[src/rtl/ingress.sv]
// ingress: descriptor FIFO feeding a packet generator that expands each
// granted descriptor into a gap-free header/payload word stream.
module ingress #(
    parameter int unsigned PACKET_XFER_LEN = 32,
    parameter int unsigned DESC_DEPTH      = 16,
    parameter logic [7:0]  SRC_PORT        = 8'd1
) (
    input  logic                       clk,
    input  logic                       reset,
    input  logic                       write_en,
    input  logic [PACKET_XFER_LEN-1:0] data_in,
    input  logic [31:0]                counter,
    input  logic                       grant,
    output logic                       req_valid,
    output logic [7:0]                 req_dest,
    output logic [PACKET_XFER_LEN-1:0] data_out,
    output logic                       data_valid,
    output logic                       data_last,
    output logic                       buffer_empty,
    output logic                       buffer_full,
    output logic [15:0]                drop_count
);

    localparam int unsigned DW        = PACKET_XFER_LEN;
    localparam int unsigned PTR_W     = $clog2(DESC_DEPTH);
    localparam int unsigned CNT_W     = PTR_W + 1;
    localparam int unsigned IDX_W     = 8;
    localparam int unsigned HDR_WORDS = 6;

    typedef enum logic {IDLE, SEND} state_t;

    typedef struct packed {
        logic [7:0]  len;
        logic [7:0]  dest;
        logic [31:0] start;
    } desc_t;

    // descriptor storage and status
    desc_t            mem_q [DESC_DEPTH];
    logic [PTR_W-1:0] wptr_q, wptr_d, rptr_q, rptr_d;
    logic [CNT_W-1:0] cnt_q, cnt_d;
    logic             empty_q, full_q;
    logic [15:0]      drop_q, drop_d;
    desc_t            head_c, wdesc_c;
    logic             push_c, pop_c;
    logic             unused_data;

    // packet generator state
    state_t           state_q, state_d;
    logic [IDX_W-1:0] idx_q, idx_d, nwords_q, nwords_d;
    logic [7:0]       len_q, len_d, dest_q, dest_d, seq_q, seq_d;
    logic [31:0]      start_q, start_d, depart_q, depart_d;
    logic [DW-1:0]    data_q, data_d;
    logic             valid_q, valid_d, last_q, last_d;

    // word idx of the packet described by the latched descriptor fields
    function automatic logic [31:0] build_word(
        input logic [IDX_W-1:0] idx,
        input logic [7:0]       len,
        input logic [7:0]       dest,
        input logic [7:0]       seq,
        input logic [31:0]      start,
        input logic [31:0]      depart
    );
        logic [31:0] w;
        case (idx)
            8'd0:    w = {len, 8'h00, dest, 8'h00};
            8'd1:    w = 32'h0;
            8'd2:    w = {16'h0000, SRC_PORT, 8'h00};
            8'd3:    w = 32'h0;
            8'd4:    w = start;
            8'd5:    w = depart;
            default: w = {SRC_PORT, seq, 8'h00, idx - IDX_W'(HDR_WORDS)};
        endcase
        return w;
    endfunction

    assign head_c      = mem_q[rptr_q];
    assign wdesc_c     = {data_in[31:24], data_in[15:8], counter};
    assign unused_data = ^data_in;

    assign req_valid    = (state_q == IDLE) && !empty_q;
    assign req_dest     = head_c.dest;
    assign pop_c        = req_valid && grant;
    assign push_c       = write_en && (!full_q || pop_c);

    assign data_out     = data_q;
    assign data_valid   = valid_q;
    assign data_last    = last_q;
    assign buffer_empty = empty_q;
    assign buffer_full  = full_q;
    assign drop_count   = drop_q;

    // FIFO pointer, occupancy and drop-counter next state
    always_comb begin
        wptr_d = wptr_q;
        rptr_d = rptr_q;
        cnt_d  = cnt_q;
        drop_d = drop_q;
        if (push_c) wptr_d = wptr_q + PTR_W'(1);
        if (pop_c)  rptr_d = rptr_q + PTR_W'(1);
        if (push_c && !pop_c)      cnt_d = cnt_q + CNT_W'(1);
        else if (pop_c && !push_c) cnt_d = cnt_q - CNT_W'(1);
        if (write_en && !push_c && (drop_q != 16'hFFFF)) drop_d = drop_q + 16'd1;
    end

    // descriptor array write port; contents are don't-care until pointed at
    always_ff @(posedge clk) begin
        if (push_c) mem_q[wptr_q] <= wdesc_c;
    end

    // FIFO control registers
    always_ff @(posedge clk or posedge reset) begin
        if (reset) begin
            wptr_q  <= '0;
            rptr_q  <= '0;
            cnt_q   <= '0;
            empty_q <= 1'b1;
            full_q  <= 1'b0;
            drop_q  <= '0;
        end else begin
            wptr_q  <= wptr_d;
            rptr_q  <= rptr_d;
            cnt_q   <= cnt_d;
            empty_q <= (cnt_d == '0);
            full_q  <= (cnt_d == CNT_W'(DESC_DEPTH));
            drop_q  <= drop_d;
        end
    end

    // packet FSM: IDLE is re-entered while the last word is on the bus so a
    // grant at the end of that cycle starts the next packet without a gap
    always_comb begin
        state_d  = state_q;
        idx_d    = idx_q;
        nwords_d = nwords_q;
        len_d    = len_q;
        dest_d   = dest_q;
        start_d  = start_q;
        depart_d = depart_q;
        seq_d    = seq_q;
        data_d   = '0;
        valid_d  = 1'b0;
        last_d   = 1'b0;
        unique case (state_q)
            IDLE: begin
                if (pop_c) begin
                    len_d    = head_c.len;
                    dest_d   = head_c.dest;
                    start_d  = head_c.start;
                    depart_d = counter;
                    nwords_d = (head_c.len[7:2] < 6'd6) ? IDX_W'(HDR_WORDS)
                                                        : IDX_W'(head_c.len[7:2]);
                    data_d   = DW'({head_c.len, 8'h00, head_c.dest, 8'h00});
                    valid_d  = 1'b1;
                    idx_d    = IDX_W'(1);
                    state_d  = SEND;
                end
            end
            SEND: begin
                data_d  = DW'(build_word(idx_q, len_q, dest_q, seq_q, start_q, depart_q));
                valid_d = 1'b1;
                if (idx_q == nwords_q - IDX_W'(1)) begin
                    last_d  = 1'b1;
                    seq_d   = seq_q + 8'd1;
                    state_d = IDLE;
                end else begin
                    idx_d = idx_q + IDX_W'(1);
                end
            end
            default: state_d = IDLE;
        endcase
    end

    // packet FSM and output registers
    always_ff @(posedge clk or posedge reset) begin
        if (reset) begin
            state_q  <= IDLE;
            idx_q    <= '0;
            nwords_q <= '0;
            len_q    <= '0;
            dest_q   <= '0;
            start_q  <= '0;
            depart_q <= '0;
            seq_q    <= '0;
            data_q   <= '0;
            valid_q  <= 1'b0;
            last_q   <= 1'b0;
        end else begin
            state_q  <= state_d;
            idx_q    <= idx_d;
            nwords_q <= nwords_d;
            len_q    <= len_d;
            dest_q   <= dest_d;
            start_q  <= start_d;
            depart_q <= depart_d;
            seq_q    <= seq_d;
            data_q   <= data_d;
            valid_q  <= valid_d;
            last_q   <= last_d;
        end
    end

endmodule

[config.mk]
export PLATFORM = sky130hd
export DESIGN_NAME = ingress
export DESIGN_NICKNAME = d
export VERILOG_FILES = /design/src/rtl/ingress.sv
export SDC_FILE = /design/constraint.sdc
export NUM_CORES = 1
export LEC_CHECK = 0
export ABC_AREA = 1
export ABC_CLOCK_PERIOD_IN_PS = 16200
export CAP_MARGIN = 10
export CORE_MARGIN = 10
export CORE_UTILIZATION = 37
export CTS_CLUSTER_DIAMETER = 50
export DETAILED_ROUTE_END_ITERATION = 10
export GPL_TIMING_DRIVEN = 0
export PLACE_DENSITY_LB_ADDON = 0.1
export SYNTH_ARGS = -nofsm -noshare
export SYNTH_HDL_FRONTEND = slang
export SYNTH_SLANG_ARGS = --single-unit
[constraint.sdc]
create_clock -name clk -period 16.2 [get_ports clk]
set_clock_uncertainty 0.1 [all_clocks]
set_input_delay 3.24 -clock clk [delete_from_list [all_inputs] [get_ports clk]]
set_output_delay 3.24 -clock clk [all_outputs]
set_load 0.05 [all_outputs]
==> results list, run 1 <==
* Largest fanout on the critical path: 10
* Slowest-stage cell, CP: clkdlybuf4s50_1
- CTS saw 936 sinks.
- Using the TritonRoute via totals, the vias-per-cell ratio works out to around 5.3.
- Buffers placed on the I/O ports in this run total 112.
- Setup bufs post-CTS: 0
* Count of unresolved DRC violations after routing: 0
- VDD sags by at most 0.112 mV.
- Worst slew margin relative to its limit: approximately 22%
- Clock transition at path regs: 0.06 ns
* Sequential area share after synthesis: 71.5%
- Most repeated cell in the gate-level netlist after synthesis: edfxtp_1
- Counting the buffers created by CTS gives 116.
- CTS built an H-tree with a depth of 3.
* Worst path buffer plus inverter count: 5
* Share of Yosys cell area claimed by the top area cell type: 60.5%
- Latest clock arrival within the worst-skew pair: roughly 0.7 ns
* Worst hold path type: flop to flop
* Sum of negative setup slack: 0 ns
- Required time at the endpoint of the critical path: 12.86 ns
- Post-CTS repair changed the size of 0 cells.
- The final hold violation count is 0.
* Area post-placement: 41800 µm²
* Wirelength, routed: 125 mm
* Result of the run: complete, no violations
* Pre-Repair DR Iteration Count: 5
- Synthesis-to-finish area growth: 19.9%
- The finished cells cover 45700 µm².
- After the first detailed-routing iteration, the DRC count stood at approximately 2700.
* Placeable core area: 102000 µm²
- Grt total ovfl: 0
- The first global-routing pass estimated approximately 180 mm of wire.
- Library cell occupying the most area in the post-synthesis netlist: edfxtp_1
- Critical R2R Launch: rptr_q[3]
- CP peak stage delay: 0.79 ns
* Antenna violation net count after detailed routing: 0
- Launch point of the worst hold path: depart_q[20]
* Unrepaired setup endpoints after global routing: false
- Entering global routing, the biggest net connects 93 pins.
- Root buffer cell: clkbuf_16
* Share of final-layout standard cells stronger than drive strength 1: a little over a tenth
- Worst reg2reg endpoint: data_out[10]
- CTS tree: done
- Type of element launching the critical path: flop
- Cell breakdown of the critical path: clkbuf_1 -> buf_2 -> buf_1 -> nand3_1 -> nand2_1 -> buf_4 -> clkdlybuf4s50_1
* Via count of the first global-routing pass: 25500
- The commonest cells after synthesis are edfxtp_1 (768), nand2_1 (697), nor2_1 (329), o21ai_0 (282), dfrtp_1 (167).
- Post-synth top flop: edfxtp_1
- Final weighted congestion in routability-driven placement: 0.844
* Final worst-path cycle share: 46.4%
- Pwr dens: 200 nW/µm²
- Once the floorplan was initialized, standard cells occupied approximately 37% of the core.
- Averaged over all synthesized cells, the footprint is 12.0 µm².
* Post-synth EDFFs: 768
* Layout net count: 3519
- Synthesis produced a netlist whose cell count is 3165.
- The worst register-to-register path has a depth of 8.
* Hold Buf Count CTS: 0
- Leakage: approximately 17 nW
- Max-cap violations in this run came to 0.
- The layout has 9346 filler cells.
- The floorplan has 117 rows.
* Data arrival time of the critical path: 4.18 ns
- The die is 341 µm tall.
- Clock period minus worst slack: around 7.5 ns
* Vias after detailed routing: 26200
* Total number of yosys warnings: 0
* Global routing usage summed across all routing layers: approximately a fifth
- Max frequency: between 0.1 and 0.15 GHz
- STA classifies the critical path endpoint as an output pin.
- The count of pins over their slew limit came to 0.
- Routed len/inst: 25.4 µm
- The number of antenna violations at the first check in global routing is 6.
- Measured along the x axis, the die boundary spans between 300 and 400 µm.
- Flop2flop setup slack: 13.04 ns
* Area of the die: 116000 µm²
- Worst path top cell family by delay: buffers and inverters
- The setup path with the least slack is of type flop to output pin.
- The worst hold path was traced through 2 stages.
- Yosys reg bits: 936
* Synthesized net count: around 3200
- For the pin with the worst max-slew slack, the measured transition is 1.17 ns.
* Final setup vio count: 0
- Counting flops with an async set or reset pin after synthesis yields a share of around 18%.
* Largest cells by area after synthesis: edfxtp_1 (60%), dfrtp_1 (11%), nand2_1 (6.9%)
- Top-level port count: 129
- Clock Path Buffers: 3
- Synth cell types: 47
- Worst Hold Path EP: depart_q[20]
* Netlist area before placement: ~38000 µm²
* HPWL after detailed placement: 86.2 mm
## layout by cell type (no fill, tap or decap), types with 9 or more instances in the layout
cell type and instances:
nor2_4 17, clkdlybuf4s50_1 112, xor2_1 32, clkinv_1 13
inv_1 98, clkbuf_1 103, a21oi_1 110, nor2_1 315
o21ai_0 282, buf_4 26, edfxtp_1 768, inv_6 9
nand4_1 9, buf_2 60, o221ai_1 15, clkinv_2 15
buf_1 13, nand2_1 697, buf_12 27, inv_2 11
o22ai_1 66, dfrtp_1 167, buf_6 27, nand3_1 116
o211ai_1 70, mux2i_1 54, clkbuf_16 120, xnor2_1 11
o21ai_1 60, bufinv_16 11, ha_1 15, a31oi_1 13
## registers in the layout, summed over array words and instances (netlist names)
signal        flops
data_valid        1
idx_q             8
nwords_q          6
depart_q         32
buffer_full       1
seq_q             8
data_out         32
mem_q           768
len_q             8
cnt_q             5
state_q           1
drop_count       16
rptr_q            4
buffer_empty      1
wptr_q            4
data_last         1
start_q          32
dest_q            8
## how the worst max path moves through the flow
| stage | from | end | slack [ns] | cells past startpoint |
|---|---|---|---|---|
| final | rptr_q[3] | req_dest[0] | 8.68 | 7 |
| after CTS | rptr_q[3] | req_dest[0] | 8.68 | 7 |
| after global routing | rptr_q[3] | req_dest[0] | 8.59 | 7 |
| after detailed placement | rptr_q[3] | req_dest[0] | 9.43 | 7 |
| after global placement | grant | mem_q[11][34] | 3.37 | 5 |
| after floorplan | reset | buffer_full | 8.31 | 1 |
## layout make-up
| type | instances | area (µm²) | share of cell area, % |
|---|---|---|---|
| Antenna cell | 5 | 12.5 | 0.0274 |
| Timing Repair Buffer | 153 | 1850 | 4.04 |
| Clock inverter | 65 | 697 | 1.52 |
| Buffer | 192 | 1030 | 2.26 |
| Sequential cell | 936 | 27300 | 59.6 |
| Multi-Input combinational cell | 1925 | 9530 | 20.8 |
| Tap cell | 1368 | 1710 | 3.74 |
| Clock buffer | 154 | 3200 | 7.00 |
| Inverter | 112 | 429 | 0.938 |
## stage by stage
| stage | worst slack [ns] | hold WS (ns) | power [W] | std cells | utilization [%] |
|---|---|---|---|---|---|
| after floorplan | 8.31 | 0.349 | 0.00511 | 3165 | - |
| after detailed placement | 9.43 | 0.367 | 0.00658 | 4686 | 41.0 |
| after global routing | 8.59 | 0.398 | 0.00957 | 4906 | 44.8 |
| after CTS | 8.68 | 0.382 | 0.00919 | 4905 | 44.8 |
| final | 8.68 | 0.381 | 0.00916 | 4910 | 44.8 |
| after global placement | 3.37 | 0.364 | 0.00651 | 4645 | 40.2 |
## per-layer routing
| metal | vias to the layer above | track usage [%] | share of wire, % |
|---|---|---|---|
| met5 | - | 0 | 0 |
| met4 | 0 | 6.76 | 3.0 |
| met3 | 199 | 3.05 | 6.8 |
| met2 | 996 | 32.7 | 46 |
| met1 | 13200 | 29.7 | 45 |
| li1 | 11700 | - | - |
## cell families after synthesis
kind of cell,share of synthesized area (%)
XOR/XNOR,1.03
multiplexers,1.42
AO/OA/AOI/OAI,9.12
AND/OR/NAND/NOR,12.6
adder cells (fa/ha/maj),0.492
buffers and inverters,3.82
flip-flops,71.5
## worst min-delay path, stage by stage (launching register included)
cell and delay (ns):
dfrtp_1 0.34, nand2_1 0.05, nand2_1 0.05
## report_power, final
part | switching (W) | internal (W)
combinational | 0.00249 | 0.000942
clock | 0.00103 | 0.00157
sequential | 0.000150 | 0.00298
(Power assumes the default switching activity.)
==> run 2: changes to the inputs <==
- ABC_CLOCK_PERIOD_IN_PS: 16200 -> 7800
- clock period: 16.2 -> 7.8 ns (I/O delays scaled with it)
==> results of run 2 <==
The final DEF is identical to that of run 1. Status: complete, no violations.
Main changes from that run: setup slack after placement 9.43 ns -> 2.71 ns; setup slack after layout 8.68 ns -> 1.96 ns; register-to-register setup slack 13.04 ns -> 4.64 ns; total power 0.00916 W -> 0.0190 W; worst IR drop on VDD 0.112 mV -> 0.232 mV
